**src/rtl/lifting_mac_unit_if.sv**
```systemverilog
// Operand/result bundle for one lifting MAC element; the lifting datapath drives
// the master side, the MAC element is the slave.
interface lifting_mac_unit_if #(
    parameter int WIDTH = 32
);
    logic             mult_only;
    logic [WIDTH-1:0] in0;
    logic [WIDTH-1:0] in1;
    logic [WIDTH-1:0] in3;
    logic [WIDTH-1:0] cons;
    logic [WIDTH-1:0] d;

    modport master (
        output mult_only, in0, in1, in3, cons,
        input  d
    );

    modport slave (
        input  mult_only, in0, in1, in3, cons,
        output d
    );
endinterface

```
**src/rtl/lifting_mac_unit.sv**
```systemverilog
// DAUB-4 lifting MAC: d = in3 + (cons*(in0+in1)) >>> FRAC, or (cons*in0) >>> FRAC in
// multiply-only mode. Optional output clamping with `define SATURATE_EN (default: wrap).
module lifting_mac_unit #(
    parameter int WIDTH   = 32,
    parameter int FRAC    = 16,
    parameter int OUT_REG = 1
) (
    input logic              clk,
    input logic              reset,
    lifting_mac_unit_if.slave mac
);
    localparam int AW = 2 * WIDTH + 1;

    logic signed [WIDTH:0]  sum;
    logic signed [AW-1:0]   sum_ext;
    logic signed [AW-1:0]   cons_ext;
    logic signed [AW-1:0]   in3_ext;
    logic signed [AW-1:0]   prod;
    logic signed [AW-1:0]   scaled;
    logic signed [AW-1:0]   acc;
    logic [WIDTH-1:0]       d_d;

    // Everything is carried at 2*WIDTH+1 bits so the product and accumulate are exact
    // before narrowing; the arithmetic shift gives floor toward -inf.
    always_comb begin
        sum      = mac.mult_only ? {mac.in0[WIDTH-1], mac.in0}
                                 : ({mac.in0[WIDTH-1], mac.in0} + {mac.in1[WIDTH-1], mac.in1});
        sum_ext  = {{WIDTH{sum[WIDTH]}}, sum};
        cons_ext = {{(WIDTH+1){mac.cons[WIDTH-1]}}, mac.cons};
        in3_ext  = mac.mult_only ? '0 : {{(WIDTH+1){mac.in3[WIDTH-1]}}, mac.in3};
        prod     = sum_ext * cons_ext;
        scaled   = prod >>> FRAC;
        acc      = scaled + in3_ext;
`ifdef SATURATE_EN
        if ((&acc[AW-1:WIDTH-1]) || !(|acc[AW-1:WIDTH-1])) begin
            d_d = acc[WIDTH-1:0];
        end else if (acc[AW-1]) begin
            d_d = {1'b1, {(WIDTH-1){1'b0}}};
        end else begin
            d_d = {1'b0, {(WIDTH-1){1'b1}}};
        end
`else
        d_d = acc[WIDTH-1:0];
`endif
    end

`ifndef SATURATE_EN
    logic unused_acc_hi;
    assign unused_acc_hi = ^acc[AW-1:WIDTH];
`endif

    if (OUT_REG != 0) begin : g_reg
        logic [WIDTH-1:0] d_q;

        always_ff @(posedge clk or posedge reset) begin
            if (reset) begin
                d_q <= '0;
            end else begin
                d_q <= d_d;
            end
        end

        assign mac.d = d_q;
    end else begin : g_comb
        logic unused_clk_rst;
        assign unused_clk_rst = clk ^ reset;
        assign mac.d          = d_d;
    end
endmodule

```
**src/flat_wrapper.sv**
```systemverilog
// flat-port wrapper written by rule: the top's interface ports become plain ports
module lifting_mac_unit_flat 
#(
    parameter int WIDTH   = 32,
    parameter int FRAC    = 16,
    parameter int OUT_REG = 1
)
  (clk, reset, mac_mult_only, mac_in0, mac_in1, mac_in3, mac_cons, mac_d);
  lifting_mac_unit_if #(.WIDTH(WIDTH)) mac_i ();
  input logic clk;
  input logic reset;
  input wire logic [$bits(mac_i.mult_only)-1:0] mac_mult_only;
  input wire logic [$bits(mac_i.in0)-1:0] mac_in0;
  input wire logic [$bits(mac_i.in1)-1:0] mac_in1;
  input wire logic [$bits(mac_i.in3)-1:0] mac_in3;
  input wire logic [$bits(mac_i.cons)-1:0] mac_cons;
  output wire logic [$bits(mac_i.d)-1:0] mac_d;
  assign mac_i.mult_only = mac_mult_only;
  assign mac_i.in0 = mac_in0;
  assign mac_i.in1 = mac_in1;
  assign mac_i.in3 = mac_in3;
  assign mac_i.cons = mac_cons;
  assign mac_d = mac_i.d;
  lifting_mac_unit #(.WIDTH(WIDTH), .FRAC(FRAC), .OUT_REG(OUT_REG)) u_core (.clk(clk), .reset(reset), .mac(mac_i));
endmodule
```
**config.mk**
```make
export PLATFORM = sky130hd
export DESIGN_NAME = lifting_mac_unit_flat
export DESIGN_NICKNAME = d
export VERILOG_FILES = /design/src/rtl/lifting_mac_unit_if.sv /design/src/rtl/lifting_mac_unit.sv /design/src/flat_wrapper.sv
export SDC_FILE = /design/constraint.sdc
export NUM_CORES = 2
export LEC_CHECK = 0
export BUFFER_PORTS_ARGS = -buffer_cell sky130_fd_sc_hd__buf_2
export CORE_MARGIN = 2
export CORE_UTILIZATION = 60
export DETAILED_ROUTE_END_ITERATION = 16
export GPL_TIMING_DRIVEN = 0
export PLACE_DENSITY = 0.76
export RECOVER_POWER = 25
export SLEW_MARGIN = 20
export SYNTH_ARGS = -nofsm -noshare
export SYNTH_HDL_FRONTEND = slang
export SYNTH_SLANG_ARGS = --single-unit
```
**constraint.sdc**
```tcl
create_clock -name clk -period 0.9 [get_ports clk]
set_input_delay 0.09 -clock clk [delete_from_list [all_inputs] [get_ports clk]]
set_output_delay 0.09 -clock clk [all_outputs]
set_load 0.02 [all_outputs]
```
# --- Word level (Yosys, flattened, before mapping) ---
# Index checks and enable logic that the tools add are counted.
totals:
  ff_bits: 32
  input_bits: 131
  elab_cells: 6
classes:
  add_sub_neg: 2
  mul: 1
  n_mux: 2
ops:
  columns: ["op", "n"]
  rows:
  - ["$mul A33 B32 Y48", 1]
  - ["$add A32 B32 Y33", 1]
  - ["$mux W33", 1]
  - ["$add A32 B32 Y32", 1]
  - ["$mux W32", 1]

# --- Longest topological paths before layout ---
depth:
  ltp_word: 4
  depth_mapped: 56

# --- Least setup slack after synthesis ---
# Ideal clock, no wire load.
synth_path:
  path_type: "input port to flip-flop"
  start: "input port mac_in1[1]"
  end: "register u_core.g_reg.d_q[31] (netlist: u_core.mac.d[31])"
  path_buffers: 1
  path_slack_ps: -10349
  arrival_time_ps: 11127
  setup_ps: 123
  path_stages: 52
  t_required_ps: 777
  cell_sequence: "ha_1 > a211oi_1 > o21ai_0 > a21oi_1 > o21ba_2 > o21bai_1 > a21oi_1 > o21bai_1 > a21oi_1 > o21bai_1 > a21oi_1 > xor2_1 > o21ai_0 > clkbuf_1 > nand2_1 > fa_1 > fa_1 > fa_1 > [... 16 more ...] > o21bai_1 > a21oi_1 > o21bai_1 > a21oi_1 > xnor2_1 > ha_1 > o21a_1 > o2111ai_1 > o21ai_0 > nand3_1 > o2111ai_1 > and3b_1 > o41a_1 > a41o_1 > o41ai_1 > xnor2_1 > xnor3_1 > xnor2_1"
synth_between:
  elab_chain_cells: 4
synth_rtl:
  columns: ["item", "line_no", "text"]
  rows:
  - ["from (decl)", "flat_wrapper.sv:14", "input wire logic [$bits(mac_i.in1)-1:0] mac_in1;"]
  - ["$add A32 B32 Y33", "lifting_mac_unit.sv:27", ": ({mac.in0[WIDTH-1], mac.in0} + {mac.in1[WIDTH-1], mac.in1});"]
  - ["$mux W33", "lifting_mac_unit.sv:26", "sum = mac.mult_only ? {mac.in0[WIDTH-1], mac.in0}"]
  - ["$mul A33 B32 Y48", "lifting_mac_unit.sv:31", "prod = sum_ext * cons_ext;"]
  - ["$add A32 B32 Y32", "lifting_mac_unit.sv:33", "acc = scaled + in3_ext;"]
  - ["via u_core.acc[31]", "lifting_mac_unit.sv:20", "logic signed [AW-1:0] acc;"]
  - ["to (signal assigned)", "lifting_mac_unit.sv:57", "d_q <= '0;"]
  - ["to (signal assigned)", "lifting_mac_unit.sv:59", "d_q <= d_d;"]
  - ["to (decl)", "lifting_mac_unit.sv:53", "logic [WIDTH-1:0] d_q;"]
# The timed path passes the listed nets, and every way through them passes these cells.

# --- Worst setup path in the final report ---
layout_path:
  start: "input port mac_in0[12]"
  end: "register u_core.g_reg.d_q[31] (netlist: u_core.mac.d[31])"
layout_between:
  elab_chain_cells: 4
layout_rtl:
  columns: ["item", "line_no", "text"]
  rows:
  - ["from (decl)", "flat_wrapper.sv:13", "input wire logic [$bits(mac_i.in0)-1:0] mac_in0;"]
  - ["$add A32 B32 Y33", "lifting_mac_unit.sv:27", null]
  - ["$mux W33 (*)", "lifting_mac_unit.sv:26", null]
  - ["$mul A33 B32 Y48 (*)", "lifting_mac_unit.sv:31", null]
  - ["$add A32 B32 Y32 (*)", "lifting_mac_unit.sv:33", null]
  - ["via u_core.acc[31]", "lifting_mac_unit.sv:20", null]
# Mark *: on every way through the listed nets, which the timed path passes. The rest lies on a longest branch.

==> results_dict.tcl <==
set metrics [dict create \
    synth_cells 3691 \
    start_util_pct 60.8 \
    max_stage_delay_ns 0.57 \
    max_clock_freq_mhz 84.1 \
    grt_pass1_vias 28300 \
    maxSlewViolCount 0 \
    wire_per_inst_um 24.2 \
    core_mm2 0.0551 \
    synth_cell_type_count 69 \
    cts_sinks 32 \
    ys_seq_elements 32 \
    cts_tree "done" \
    async_reset_ff_share_pct 100 \
    synth-seq-area-share_pct 2.39 \
    grt_max_degree 28 \
    critical_path_class "in -> reg" \
    via_per_inst 5.74 \
    synth_top_area_share_pct 50.7 \
    yosys.area.top_type "fa_1" \
    synth_edf_count 0 \
    drtPass1Iterations 5 \
    yosys_warnings 0 \
    grt_pass1_wl_um 168000 \
    place_inst 4599 \
    synthTopCellsByArea "fa_1 (51%), inv_1 (9.4%), and2_1 (9.4%)" \
    path_max_fanout 10 \
    portBuffers 157 \
    cp_slowest_cell "fa_1" \
    worstMarginPinSlew_ns 1.22 \
    setup_violations 59 \
    design.die.area_mm2 0.0577 \
    overflow 0 \
    grt.total_usage_pct 40.2 \
    cts_buffers 5 \
    syn-cell-area_mm2 0.0335 \
    die_x_um 240 \
    vias 27000 \
    layout-drive-gt1-share_pct 12.9 \
    cap_violations 0 \
    drc_errors 0 \
    cp_common_cell "fa_1" \
    clockRootBuffer "clkbuf_16" \
    synth_fp_nets 4897 \
    setup_ws_ns -11.00 \
    drt_iter0_drc 2252 \
    synth_flop_cell "dfrtp_1" \
    rows 86 \
    syn_to_final_growth_pct 12.5 \
    clk_pin_slew_ns 0.07 \
    cp-start-kind "input port" \
    antenna_found_initial 3 \
    fp.dieH_um 240 \
    fillerInstances 4410 \
    stdcell_count 4698 \
    clock_path_buffers 2 \
    relSlewSlack_pct 18.1 \
    largest_reg_flops 32 \
    end_kind "register" \
    crit_arrival_ns 12.12 \
    ios 163 \
    violations "setup timing" \
    finalCriticalPeriod_ns 11.90 \
    crit_required_ns 1.13 \
    wl_um 114000 \
    fin_crit_sh_pct 1320 \
    tns_ns -300.21 \
    h-tree-depth 2 \
    syn_area_per_cell_um2 9.07 \
    dp_hpwl_um 93500 \
    nNetsFinal 5155 \
    status "complete, but fails checks" \
    worstPathBufferInverterCount 4 \
    critPathTopFamily "adder cells" \
    timing_hold_violations_final 0 \
    drtAntennaViolNets 0 \
    hold_class "in -> reg" \
    gp_congestion 1.02 \
    rsz0062_at_grt "yes" \
]
-- metrics by stage --
step	hold slack (ns)	area [um2]	worst slack (ns)	utilization [%]
global placement	0.447	35500	-13.03	64.4
finish	0.157	37700	-11.00	68.4
global route	0.149	37700	-11.31	68.3
detailed placement	-0.0116	35500	-12.85	64.5
CTS	0.162	36800	-10.46	66.8
floorplan	0.206	33800	-9.79	-
-- layout by cell type (no fill, tap or decap), types with 12 or more instances in the layout --
master	n
o21ai_0	17
nand3_1	17
buf_2	158
dfrtp_1	32
buf_4	61
a21oi_1	47
inv_1	831
nand2b_1	23
clkbuf_1	111
and2_1	499
fa_1	840
ha_4	14
xor2_1	30
buf_6	37
xnor2_1	77
clkbuf_8	12
a21o_1	37
a21oi_2	29
nor2b_1	68
clkbuf_2	17
inv_2	12
o21a_1	15
ha_1	205
clkbuf_4	17
o21ai_2	19
nand2_1	423
nor2_1	55
-- logic make-up after synthesis --
family / Yosys count / synth area share, %
compound gates: 276 / 5.46
simple gates: 1161 / 18.0
xor+xnor: 121 / 3.39
mux: 4 / 0.131
fa+ha+maj: 1075 / 59.2
buf+inv: 1022 / 11.5
flops: 32 / 2.39
-- cell usage after synthesis, drive strengths merged (2+ instances only) --
cell type  instances
o41ai              2
nand2            430
o211ai             8
a31oi             12
nand3             18
a211oi            13
a21o              38
o31a               3
o21bai            11
or3                4
nor3b              3
nor4               3
nor2b             70
clkbuf           174
and3              12
o2111ai            3
or2                6
o21a              16
o31ai              5
nand2b            25
mux2               3
ha               227
inv              843
xnor2             85
a311oi             3
fa               848
a221oi             2
a21oi             83
xor2              31
a2111oi            3
buf                5
a41o               3
nor3               9
o21ai             57
and4               2
dfrtp             32
xnor3              5
nor2              62
a211o              2
and2             504
o211a              2
nand4              8
-- metal layers --
metal | global-route usage (%) | up-vias | part of all wire, %
met5 | 0 | - | 0.0088
met4 | 24.3 | 2 | 7.9
met3 | 8.82 | 430 | 10
met2 | 62.4 | 1529 | 45
met1 | 52.0 | 13700 | 37
li1 | - | 11300 | -
-- layout make-up --
type / count / area [um2] / area share [%]
Antenna cell: 1 / 2.50 / 0.00665
Buffer: 178 / 1020 / 2.72
Clock buffer: 7 / 153 / 0.405
Inverter: 843 / 3160 / 8.40
Multi-Input combinational cell: 2637 / 29800 / 79.2
Sequential cell: 32 / 801 / 2.13
Tap cell: 748 / 936 / 2.49
Timing Repair Buffer: 252 / 1740 / 4.62
-- repair_timing --
action / CTS / global route
pin swaps: 73 / 76
setup buffers: 53 / 42
gates resized for setup: 178 / 158
endpoints found under the hold margin: 32 / 0
hold buffers: 1 / 0
setup endpoints to repair: 58 / 64
gates cloned: 0 / 0
-- final timing paths --
kind | start | to | depth (start not counted)
worst min-delay path | mac_cons[16] | u_core.mac.d[31]$_DFF_PP0_ | 3
min in group asynchronous | reset | u_core.mac.d[27]$_DFF_PP0_ | 3
worst max-delay path | mac_in0[12] | u_core.mac.d[31]$_DFF_PP0_ | 45
max in group asynchronous | reset | u_core.mac.d[6]$_DFF_PP0_ | 4
Power is not shown: default switching activity piles up to over one toggle a cycle in this logic, so the estimate is an artifact.
